`config.mk`:
```
export PLATFORM = sky130hd
export DESIGN_NAME = rv64g_l2_array_ctrl
export DESIGN_NICKNAME = d
export VERILOG_FILES = /design/src/rtl/rv64g_l2_array_ctrl.sv
export SDC_FILE = /design/constraint.sdc
export NUM_CORES = 1
export LEC_CHECK = 0
export ABC_AREA = 0
export BUFFER_PORTS_ARGS = -buffer_cell sky130_fd_sc_hd__buf_2
export CAP_MARGIN = 5
export CORE_AREA = 2 2 210 212
export CTS_CLUSTER_SIZE = 24
export DETAILED_ROUTE_END_ITERATION = 10
export DIE_AREA = 0 0 212 214
export PLACE_DENSITY = 0.42
export SLEW_MARGIN = 15
export SYNTH_ARGS = -nofsm -noshare
export SYNTH_HDL_FRONTEND = slang
export SYNTH_SLANG_ARGS = --single-unit
```
`constraint.sdc`:
```
create_clock -name clk_i -period 5.8 [get_ports clk_i]
set_input_delay 1.16 -clock clk_i [delete_from_list [all_inputs] [get_ports clk_i]]
set_output_delay 1.16 -clock clk_i [all_outputs]
set_load 0.01 [all_outputs]
```
`src/rtl/rv64g_l2_array_ctrl.sv`:
```
// rtl/rv64g_l2_array_ctrl.sv - L2 data/tag array sequencer: 8-beat line refill plus single-word core access.
module rv64g_l2_array_ctrl (
  input  logic        clk_i,
  input  logic        rst_i,
  input  logic        fill_req_valid_i,
  output logic        fill_req_ready_o,
  input  logic [7:0]  fill_index_i,
  input  logic [3:0]  fill_way_i,
  input  logic [49:0] fill_tag_i,
  input  logic        fill_data_valid_i,
  output logic        fill_data_ready_o,
  input  logic [63:0] fill_data_i,
  input  logic        core_req_valid_i,
  output logic        core_req_ready_o,
  input  logic        core_we_i,
  input  logic [7:0]  core_index_i,
  input  logic [2:0]  core_word_i,
  input  logic [3:0]  core_way_i,
  input  logic [7:0]  core_be_i,
  input  logic [49:0] core_tag_i,
  input  logic [63:0] core_wdata_i,
  output logic        core_rvalid_o,
  output logic [63:0] core_rdata_o,
  output logic [7:0]  arr_index_o,
  output logic [2:0]  arr_word_sel_o,
  output logic [3:0]  arr_way_sel_o,
  output logic        arr_write_en_o,
  output logic [7:0]  arr_be_o,
  output logic [49:0] arr_tag_o,
  output logic [63:0] arr_wdata_o,
  input  logic [63:0] arr_rdata_i,
  output logic        busy_o,
  output logic        fill_done_o
);

  typedef enum logic [1:0] {IDLE, FILL, DONE} state_t;

  state_t      state;
  logic [2:0]  beat;
  logic [7:0]  line_index;
  logic [3:0]  line_way;
  logic [49:0] line_tag;
  logic        core_prio;

  logic fill_req_fire;
  logic core_fire;
  logic beat_fire;

  // core_prio lets one core access slip in after a fill even when fill requests keep coming
  assign fill_req_ready_o  = (state == IDLE) && !(core_prio && core_req_valid_i);
  assign core_req_ready_o  = (state == IDLE) && (!fill_req_valid_i || core_prio);
  assign fill_data_ready_o = (state == FILL);
  assign busy_o            = (state != IDLE);
  assign fill_done_o       = (state == DONE);

  assign fill_req_fire = fill_req_valid_i && fill_req_ready_o;
  assign core_fire     = core_req_valid_i && core_req_ready_o;
  assign beat_fire     = fill_data_valid_i && fill_data_ready_o;

  always_comb begin
    arr_index_o    = 8'd0;
    arr_word_sel_o = 3'd0;
    arr_way_sel_o  = 4'd0;
    arr_write_en_o = 1'b0;
    arr_be_o       = 8'd0;
    arr_tag_o      = 50'd0;
    arr_wdata_o    = 64'd0;
    if (beat_fire) begin
      arr_index_o    = line_index;
      arr_word_sel_o = beat;
      arr_way_sel_o  = line_way;
      arr_write_en_o = 1'b1;
      arr_be_o       = 8'hFF;
      arr_tag_o      = line_tag;
      arr_wdata_o    = fill_data_i;
    end else if (core_fire) begin
      arr_index_o    = core_index_i;
      arr_word_sel_o = core_word_i;
      arr_way_sel_o  = core_way_i;
      arr_write_en_o = core_we_i;
      arr_be_o       = core_we_i ? core_be_i : 8'd0;
      arr_tag_o      = core_tag_i;
      arr_wdata_o    = core_we_i ? core_wdata_i : 64'd0;
    end
  end

  always_ff @(posedge clk_i or posedge rst_i) begin
    if (rst_i) begin
      state         <= IDLE;
      beat          <= 3'd0;
      line_index    <= 8'd0;
      line_way      <= 4'd0;
      line_tag      <= 50'd0;
      core_prio     <= 1'b0;
      core_rvalid_o <= 1'b0;
      core_rdata_o  <= 64'd0;
    end else begin
      core_rvalid_o <= core_fire && !core_we_i;
      if (core_fire && !core_we_i) core_rdata_o <= arr_rdata_i;
      case (state)
        IDLE: begin
          if (core_fire) core_prio <= 1'b0;
          if (fill_req_fire) begin
            line_index <= fill_index_i;
            line_way   <= fill_way_i;
            line_tag   <= fill_tag_i;
            beat       <= 3'd0;
            state      <= FILL;
          end
        end
        FILL: begin
          if (beat_fire) begin
            beat <= beat + 3'd1;
            if (beat == 3'd7) state <= DONE;
          end
        end
        DONE: begin
          if (core_req_valid_i) core_prio <= 1'b1;
          state <= IDLE;
        end
        default: state <= IDLE;
      endcase
    end
  end

endmodule

```
==> impl_metrics.json <==
{
  "critPathArrivalTime_ps": 2940,
  "cp-end-kind": "primary output",
  "vias_per_cell": 3.88,
  "critPathKind": "primary input to primary output",
  "yosys-top-cells-count": "133 x dfrtp_1, 129 x a22o_1, 44 x mux2_4",
  "ctsRootBufferMaster": "clkbuf_16",
  "period_share": 0.708,
  "die_w_um": 212,
  "p_comb_frac": 0.415,
  "route.detailed.drc": 0,
  "maxCapViolCount": 0,
  "intPower_mw": 3.11,
  "rsz0062_at_grt": "false",
  "cts_hold_buf": 0,
  "layout.nets": 1328,
  "ant_nets": 0,
  "p_seq_frac": 0.352,
  "synth_compound_area_frac": 0.185,
  "seq_area_frac_synth": 0.500,
  "grt-ovfl-total": 0,
  "netlist_area_um2": 6660,
  "r2r_setup_slack_ps": 3210,
  "grt_max_degree": 75,
  "floorplan.die_area_um2": 45400,
  "min-delay-start": "core_rdata_o[1]",
  "gp_congestion": 0.824,
  "wire_per_inst_um": 19.6,
  "required_ps": 4640,
  "yosys.area.top_type": "dfrtp_1",
  "sw_frac_of_total": 0.349,
  "clkTransAtPathRegs_ps": 60,
  "worstReg2RegStart": "state[1]",
  "num_rows": 76,
  "place_ws_ps": 1700,
  "synth_cells": 473,
  "hold_end": "core_rdata_o[1]",
  "irDropWorstVdd_v": 0.000295,
  "cts_buffers": 17,
  "synth_flop_cell": "dfrtp_1",
  "cts_tree": "yes",
  "initial_utilization": 0.155,
  "ff2ff_path_depth": 4,
  "setup_viol": 0,
  "period_needed_ps": 4100,
  "port_buffers": 540,
  "synth_mux_area_frac": 0.240,
  "outcome": "finished, final reports clean",
  "dp_hpwl_um": 25100,
  "track_usage": 0.133,
  "yosys.area_share.simple": 0.0226,
  "final-hold-violation-count": 0,
  "insertion_delay_ps": 440,
  "min_path_type": "flop to flop",
  "htree_levels": 4,
  "avgSynthCellArea_um2": 14.1,
  "core_um2": 42900,
  "synthAdderAreaFrac": 0.00376,
  "clockBufferDepth": 2,
  "slew_headroom": 0.326,
  "grt_pass1_wl_um": 43000,
  "startpoint_type": "primary input",
  "dieHeight_um": 214,
  "synth_nets": 808,
  "synth_area_leaders": "dfrtp_1 50%, a22o_1 17%, mux2_4 9.9%",
  "cts_resized": 0,
  "power.density_nw_per_um2": 457,
  "yosys_warnings": 0,
  "area_delta_synth_final_pct": 57.3,
  "min_path_cells": 1,
  "yosys.cell_count.top_type": "dfrtp_1",
  "clock.fmax_ghz": 0.244,
  "synth.top_cell.area_share": 0.500,
  "cp_max_fo": 73,
  "p_leak_nw": 5.49,
  "switching_power_mw": 1.67,
  "cp-startpoint": "fill_req_valid_i",
  "worst_pin_slew_ps": 1010,
  "antenna_found_initial": 11,
  "synth_xor_area_frac": 0,
  "synthArstFlopShare": 1.00,
  "dr.pass1.iters": 4,
  "r2r_end": "core_rdata_o[51]",
  "ios": 541,
  "route.vias.total": 6201,
  "drt_iter0_markers": 258,
  "grt_pass1_vias": 6341,
  "synthDistinctLibCells": 27,
  "drive_gt1_frac": 0.671,
  "tns_ps": 0,
  "postCtsSetupBuffers": 0,
  "worst_slack_ps": 1700,
  "synth_edf_count": 0,
  "synth_top_family_by_area": "multiplexers",
  "ys_ff_latch": 133,
  "cts_num_sinks": 133,
  "clkPwrFrac": 0.233,
  "final-max-slew-violation-count": 0,
  "routed_wirelength_um": 31300,
  "clock_skew_ps": 8.92,
  "timing.hold.ws_ps": 487
}
## routing by layer
metal | wire length [um] | vias to the layer above | track usage
li1 | - | 2850 | -
met1 | 11300 | 2996 | 0.135
met2 | 16700 | 317 | 0.247
met3 | 2340 | 36 | 0.0394
met4 | 871 | 2 | 0.0655
met5 | 12 | - | 0
## critical path, stage by stage
cell,delay (ps)
buf_2,110
nor2b_1,200
nor4b_2,270
buf_4,620
a22o_1,340
buf_2,170
## cell families (layout without fill, tap and decap cells)
| kind of cell | after synthesis | in the layout |
|---|---|---|
| buffers and inverters | 47 | 580 |
| DFF | 133 | 133 |
| other | 0 | 8 |
| muxes | 127 | 127 |
| and+or+nand+nor | 22 | 22 |
| adders and majority gates | 2 | 2 |
| AOI/OAI and AO/OA | 142 | 142 |
## cell usage in the layout (no fill, tap or decap), types with 3 or more instances in the layout
cell / n
mux2_1: 41
clkbuf_16: 17
clkinvlp_4: 4
a22o_1: 129
mux2_4: 44
buf_2: 540
o21ai_0: 3
clkinv_2: 4
mux2_2: 42
nor2b_1: 3
nand2_1: 6
clkbuf_8: 3
dfrtp_1: 133
a21o_1: 9
buf_4: 6
diode_2: 8
## registers in the layout, summed over array words and instances (netlist names)
register,count
core_rvalid_o,1
core_prio,1
line_tag,50
line_way,4
beat,3
core_rdata_o,64
line_index,8
state,2
## power groups by stage
stage	clock network (mW)	logic, mW	registers (mW)
5_1_grt	1.19	2.15	1.74
3_3_place_gp	0	2.01	1.70
4_1_cts	1.16	2.02	1.70
6_report	1.11	1.98	1.69
3_5_place_dp	0	2.03	1.70
2_1_floorplan	0	1.14	1.71
## metrics by stage
stage	area (um^2)	power [mW]	cells	util
CTS	10400	4.88	1591	0.244
global route	10500	5.09	1597	0.244
finish	10500	4.78	1599	0.244
detailed placement	9850	3.73	1559	0.230
floorplan	6660	2.84	473	-
global placement	9850	3.71	1559	0.230
## area by class of cell
| type | instances | area, um^2 |
|---|---|---|
| timing repair buffer | 547 | 2770 |
| antenna | 8 | 20.0 |
| multi-input combinational | 293 | 3020 |
| clock buffer | 20 | 467 |
| inverter | 1 | 8.76 |
| fill | 4667 | 32400 |
| tap | 585 | 732 |
| sequential | 133 | 3330 |
| clock inverter | 12 | 128 |
## how the worst max path moves through the flow
stage,slack (ps),depth (start not counted),to
after floorplan,1090,1,beat[0]
final,1700,6,arr_wdata_o[37]
after detailed placement,1700,5,arr_wdata_o[60]
after global routing,1600,6,arr_wdata_o[37]
after global placement,1750,5,arr_wdata_o[60]
after CTS,1700,4,arr_wdata_o[60]
Power figures use the tool's default switching activity.
